<file path="src/rtl/lsu_pkg.sv">
// Shared encodings for the LSU memory port: funct3 widths, memory op codes, FSM states.
package lsu_pkg;

    localparam logic [2:0] F3_B  = 3'b000;
    localparam logic [2:0] F3_H  = 3'b001;
    localparam logic [2:0] F3_W  = 3'b010;
    localparam logic [2:0] F3_BU = 3'b100;
    localparam logic [2:0] F3_HU = 3'b101;

    localparam logic [1:0] OP_WORD = 2'b00;
    localparam logic [1:0] OP_HALF = 2'b01;
    localparam logic [1:0] OP_BYTE = 2'b10;

    typedef enum logic [1:0] {IDLE, ACCESS, SPLIT, RESP} state_t;

    // funct3[1] marks a word; funct3[0] a half; otherwise a byte (unsigned bit ignored).
    function automatic logic [1:0] f3_to_op(input logic [2:0] f3);
        if (f3[1])      return OP_WORD;
        else if (f3[0]) return OP_HALF;
        return OP_BYTE;
    endfunction

    function automatic logic [2:0] f3_size(input logic [2:0] f3);
        if (f3[1])      return 3'd4;
        else if (f3[0]) return 3'd2;
        return 3'd1;
    endfunction

endpackage

</file>
<file path="src/rtl/lsu_load_ext.sv">
// Combinational load-data extension: sign/zero extend bytes and halves, words pass through.
module lsu_load_ext
    import lsu_pkg::*;
(
    input  logic [2:0]  funct3,
    input  logic [31:0] data,
    output logic [31:0] ext
);

    always_comb begin
        ext = data;
        case (funct3)
            F3_B:    ext = {{24{data[7]}}, data[7:0]};
            F3_H:    ext = {{16{data[15]}}, data[15:0]};
            F3_BU:   ext = {24'b0, data[7:0]};
            F3_HU:   ext = {16'b0, data[15:0]};
            default: ext = data;
        endcase
    end

endmodule

</file>
<file path="src/rtl/lsu_mem_port.sv">
// LSU data-memory port: range/alignment checks, single-op access or byte-serial split.
// Define LSU_MISALIGN_SPLIT_EN to service misaligned accesses as byte sequences instead of faulting.
module lsu_mem_port
    import lsu_pkg::*;
#(
    parameter int ADDR_W = 6
) (
    input  logic              clk,
    input  logic              rst,
    input  logic              req_valid,
    output logic              req_ready,
    input  logic              req_store,
    input  logic [2:0]        req_funct3,
    input  logic [31:0]       req_addr,
    input  logic [31:0]       req_wdata,
    output logic              resp_valid,
    output logic [31:0]       rd_data,
    output logic              misalign_err,
    output logic              access_err,
    output logic              MemRead,
    output logic              MemWrite,
    output logic [ADDR_W-1:0] mem_addr,
    output logic [31:0]       mem_wdata,
    output logic [1:0]        mem_op,
    input  logic [31:0]       mem_rdata
);

    state_t            state, state_nx;
    logic              store_q;
    logic [2:0]        f3_q;
    logic [ADDR_W-1:0] addr_q;
    logic [31:0]       wdata_q, rdata_q, ext_data;
    logic              acc_err_q, mis_err_q;
`ifdef LSU_MISALIGN_SPLIT_EN
    logic [1:0]        cnt_q;
`endif

    logic [1:0]  req_op;
    logic [32:0] last_byte;
    logic        range_bad, misal, accept;

    // 33-bit sum so an address near 2^32 cannot wrap back into range.
    assign req_op    = f3_to_op(req_funct3);
    assign last_byte = {1'b0, req_addr} + {30'b0, f3_size(req_funct3)} - 33'd1;
    assign range_bad = |last_byte[32:ADDR_W];
    assign misal     = ((req_op == OP_HALF) && req_addr[0]) ||
                       ((req_op == OP_WORD) && (req_addr[1:0] != 2'b00));
    assign accept    = req_valid && (state == IDLE);

    lsu_load_ext u_ext (
        .funct3 (f3_q),
        .data   (rdata_q),
        .ext    (ext_data)
    );

    always_ff @(posedge clk) begin
        if (rst) begin
            state     <= IDLE;
            store_q   <= 1'b0;
            f3_q      <= 3'b0;
            addr_q    <= '0;
            wdata_q   <= 32'b0;
            rdata_q   <= 32'b0;
            acc_err_q <= 1'b0;
            mis_err_q <= 1'b0;
`ifdef LSU_MISALIGN_SPLIT_EN
            cnt_q     <= 2'b0;
`endif
        end else begin
            state <= state_nx;
            if (accept) begin
                store_q   <= req_store;
                f3_q      <= req_funct3;
                addr_q    <= req_addr[ADDR_W-1:0];
                wdata_q   <= req_wdata;
                rdata_q   <= 32'b0;
                acc_err_q <= range_bad;
`ifdef LSU_MISALIGN_SPLIT_EN
                mis_err_q <= 1'b0;
                cnt_q     <= 2'b0;
`else
                mis_err_q <= misal && !range_bad;
`endif
            end
            if (state == ACCESS && !store_q)
                rdata_q <= mem_rdata;
`ifdef LSU_MISALIGN_SPLIT_EN
            if (state == SPLIT) begin
                if (!store_q)
                    rdata_q[{cnt_q, 3'b000} +: 8] <= mem_rdata[7:0];
                cnt_q <= cnt_q + 2'd1;
            end
`endif
        end
    end

    always_comb begin
        state_nx     = state;
        req_ready    = 1'b0;
        resp_valid   = 1'b0;
        rd_data      = 32'b0;
        misalign_err = 1'b0;
        access_err   = 1'b0;
        MemRead      = 1'b0;
        MemWrite     = 1'b0;
        mem_addr     = '0;
        mem_wdata    = 32'b0;
        mem_op       = OP_WORD;
        case (state)
            IDLE: begin
                req_ready = 1'b1;
                if (req_valid) begin
`ifdef LSU_MISALIGN_SPLIT_EN
                    if (range_bad)  state_nx = RESP;
                    else if (misal) state_nx = SPLIT;
                    else            state_nx = ACCESS;
`else
                    if (range_bad || misal) state_nx = RESP;
                    else                    state_nx = ACCESS;
`endif
                end
            end
            ACCESS: begin
                MemRead   = !store_q;
                MemWrite  = store_q;
                mem_op    = f3_to_op(f3_q);
                mem_addr  = addr_q;
                mem_wdata = wdata_q;
                state_nx  = RESP;
            end
`ifdef LSU_MISALIGN_SPLIT_EN
            SPLIT: begin
                MemRead   = !store_q;
                MemWrite  = store_q;
                mem_op    = OP_BYTE;
                mem_addr  = addr_q + ADDR_W'(cnt_q);
                mem_wdata = {24'b0, wdata_q[{cnt_q, 3'b000} +: 8]};
                if (cnt_q == 2'(f3_size(f3_q) - 3'd1))
                    state_nx = RESP;
            end
`endif
            RESP: begin
                resp_valid   = 1'b1;
                access_err   = acc_err_q;
                misalign_err = mis_err_q;
                rd_data      = (store_q || acc_err_q || mis_err_q) ? 32'b0 : ext_data;
                state_nx     = IDLE;
            end
            default: state_nx = IDLE;
        endcase
    end

endmodule
</file>
<file path="config.mk">
export PLATFORM = sky130hd
export DESIGN_NAME = lsu_mem_port
export DESIGN_NICKNAME = d
export VERILOG_FILES = /design/src/rtl/lsu_pkg.sv /design/src/rtl/lsu_load_ext.sv /design/src/rtl/lsu_mem_port.sv
export SDC_FILE = /design/constraint.sdc
export NUM_CORES = 1
export LEC_CHECK = 0
export ABC_AREA = 0
export CORE_MARGIN = 5
export CORE_UTILIZATION = 61
export CTS_CLUSTER_DIAMETER = 120
export CTS_CLUSTER_SIZE = 40
export DETAILED_ROUTE_END_ITERATION = 8
export DONT_BUFFER_PORTS = 1
export PLACE_DENSITY = 0.75
export REMOVE_ABC_BUFFERS = 1
export SETUP_SLACK_MARGIN = 0.2
export SLEW_MARGIN = 20
export SYNTH_ARGS = -nofsm -noshare
export SYNTH_HDL_FRONTEND = slang
export SYNTH_SLANG_ARGS = --single-unit
</file>
<file path="constraint.sdc">
create_clock -name clk -period 4.2 [get_ports clk]
set_clock_uncertainty 0.1 [all_clocks]
set_input_delay 0.84 -clock clk [delete_from_list [all_inputs] [get_ports clk]]
set_output_delay 0.84 -clock clk [all_outputs]
set_load 0.02 [all_outputs]
</file>
==> flow_summary_export.csv <==
group,metric,value,unit
drt,drtPass1Iterations,5,
worst_setup_path,ff2ff_setup_slack,1.75,ns
timing,fin_crit,3.76,ns
logic_synthesis,synthAdderAreaFrac,0.0724,
die,die_y,105,µm
drt,drtIter0Drc,353,
logic_synthesis,synth_cell_type_count,69,
logic_synthesis,synth.area.mux_share,0.00181,
worst_setup_path,cp.required,4.32,ns
clocking,ctsResizeCount,0,
clocking,clockBufferDepth,2,
clocking,cts_setup_buffers,0,
drt,via_per_inst,6.28,
drt,postRouteWirelength,15.3,mm
min_path,min-delay-start,"wdata_q[6]",
die,rows,34,
placement,dp_hpwl,12.0,mm
worst_setup_path,crit_fanout,5,
logic_synthesis,synthCells,772,
cells_and_area,num_antenna_cells,0,
timing,tns,0,ns
timing,tightest_slew,1.06,ns
min_path,min_to,"wdata_q[6]",
worst_setup_path,worst_r2r_endpoint,"wdata_q[28]",
worst_setup_path,critical_path_arrival,3.88,ns
worst_setup_path,critPathMaxStageDelay,0.53,ns
clocking,cts-buffers-inserted,9,
timing,min_period_over_period,0.895,
global_route,grt_max_degree,78,
worst_setup_path,critical_path_class,"input port to flop",
worst_setup_path,cp_slowest_cell,"or4_1",
clocking,clockRootBuffer,"clkbuf_8",
worst_setup_path,start_kind,"input port",
logic_synthesis,synth_compound_area_frac,0.279,
timing,hold_viol,0,
timing,setup_viol,0,
logic_synthesis,synth_seq_area_share,0.283,
die,core_area,8760,µm²
logic_synthesis,synth_area_per_cell,7.16,µm²
worst_setup_path,endpoint_kind,"flop",
timing,rsz0062_at_grt,"false",
die,initial_core_util,0.631,
power,ir_worst_vdd,0.223,mV
drt,drc,0,
clocking,cts_hold_buf,0,
placement,dp_slack,0.139,ns
cells_and_area,final_cell_mix,"nand2_1 (113), a21oi_1 (96), dfxtp_1 (78), inv_1 (60), nor2_1 (57)",
logic_synthesis,synth_top_family_by_area,"compound AO/OA/AOI/OAI gates",
worst_setup_path,r2r-start,"state[1]",
logic_synthesis,synth-simple-area-share,0.262,
flow_run,cap_violations,0,
cells_and_area,final_common_cell,"nand2_1",
logic_synthesis,synth_area_leaders,"dfxtp_1 (28%), a21oi_1 (8.7%), nand2_1 (7.7%), ha_1 (7.2%), and2_1 (5.8%)",
clocking,clock-sinks,78,
worst_setup_path,setup.worst_path.start,"req_funct3[1]",
die,ios,181,
min_path,hp-class,"flop to flop",
drt,num_vias,5372,
die,die_w,105,µm
drt,drt-wirelength-per-cell,17.9,µm
clocking,tritoncts,"yes",
clocking,insertion_delay,0.34,ns
logic_synthesis,netlist_area,5530,µm²
timing,worst_slack,0.439,ns
worst_setup_path,worst-r2r-cell-count,5,
global_route,antenna_found_initial,0,
cells_and_area,drive_above_1_share,0.0576,
placement,place.gp.congestion,0.976,
placement,port_buffers,0,
global_route,grt_overflow,0,
drt,ant_nets,0,
logic_synthesis,synth_warnings,0,
clocking,htreeDepth,3,
power,power_density,322,nW/µm²
logic_synthesis,synth_top_cell_by_area,"dfxtp_1",
die,dieArea,11100,µm²
timing,final_max_slew_viol_count,0,
logic_synthesis,synth-seq-cells,78,
timing,slew_headroom,0.289,
logic_synthesis,async_reset_ff_frac,0,
logic_synthesis,synthFlopType,"dfxtp_1",
global_route,first_global_vias,5079,
cells_and_area,synthToLayoutAreaGrowth,3.19,%
worst_setup_path,critical_path.cell_chain,"inv_1 > ha_1 > inv_1 > ha_1 > and4b_1 > a221oi_1 > nor2_1 > a221oi_1 > nand4_1 > or4_1 > a211o_1 > nor4_4 > a21boi_1",
clocking,path_clk_slew,0.08,ns
global_route,grt_usage,0.264,
timing,fmax,0.266,GHz
logic_synthesis,synth_top_area_frac,0.283,
status,status,"finished clean",
power,p_leak,2.33,nW
min_path,hold-path-cell-count,2,
logic_synthesis,synth_edf_count,0,
cells_and_area,fin_nets,877,
global_route,grt_pass1_wl,24.6,mm
logic_synthesis,synthXorXnorAreaFrac,0.0206,
## how the worst max path moves through the flow
stage | to | slack, ns | cells after the start
2_1_floorplan | acc_err_q | 0.52 | 13
3_3_place_gp | acc_err_q | 0.19 | 13
3_5_place_dp | state[1] | 0.14 | 13
4_1_cts | mis_err_q | 0.50 | 13
5_1_grt | state[1] | 0.23 | 13
6_report | state[1] | 0.44 | 13
## worst max-delay path: cells and delay by family
family / cells / cell delay (ns)
AND/OR/NAND/NOR: 5 / 1.29
buffers and inverters: 2 / 0.07
adder cells (fa/ha/maj): 2 / 0.56
AO/OA/AOI/OAI: 4 / 1.12
## final cells by class
class | instances | area, µm²
multi-input combinational | 583 | 3530
fill | 840 | 3060
sequential | 78 | 1560
inverter | 61 | 229
clock buffer | 10 | 138
tap | 108 | 135
timing repair buffer | 9 | 67.6
clock inverter | 6 | 46.3
## synthesized netlist by cell type (all sizes together), types with 5 or more instances
library cell,number
a31oi,6
a21o,17
nand3,9
ha,32
o21ai,31
a22oi,33
o2111ai,6
a21oi,99
o211ai,5
nor2,59
nand2,113
and2,51
dfxtp,78
nor3,16
and3,7
xnor2,7
buf,11
o21a,5
inv,60
nand4,10
nor4,5
clkbuf,39
xor2,6
o21bai,7
## registers in the layout, summed over array words and instances, names as in the netlist
register and cells:
addr_q 6, state 2, acc_err_q 1, wdata_q 32, f3_q 3, mis_err_q 1, store_q 1, rdata_q 32
## kinds of logic after synthesis
kind of cell | after synthesis
flops | 78
simple gates | 296
mux | 1
fa+ha+maj | 32
compound gates | 241
xor+xnor | 13
buf+inv | 111
## power by group
| group | switching (W) | total [W] | leakage, nW | internal [W] |
|---|---|---|---|---|
| Sequential | 0.0000281 | 0.000809 | 0.637 | 0.000781 |
| Clock | 0.000281 | 0.000515 | 0.0889 | 0.000234 |
| Combinational | 0.000322 | 0.000514 | 1.60 | 0.000192 |
## stage by stage
| stage | util | power (W) | instance area (µm²) | hold WS, ns | std cells |
|---|---|---|---|---|---|
| after global placement | 0.629 | 0.00132 | 5510 | 0.330 | 839 |
| final | 0.651 | 0.00184 | 5700 | 0.348 | 855 |
| after floorplan | - | 0.00121 | 5300 | 0.326 | 722 |
| after detailed placement | 0.629 | 0.00133 | 5510 | 0.336 | 839 |
| after CTS | 0.650 | 0.00184 | 5700 | 0.347 | 855 |
| after global routing | 0.651 | 0.00195 | 5700 | 0.364 | 855 |
## metal layers
layer / track usage / vias to the layer above / wire length [µm]
met5: 0 / - / 0
li1: - / 2631 / -
met2: 0.472 / 206 / 7840
met1: 0.302 / 2494 / 5890
met3: 0.0506 / 41 / 1060
met4: 0.121 / 0 / 546
Power figures use the tool's default switching activity.
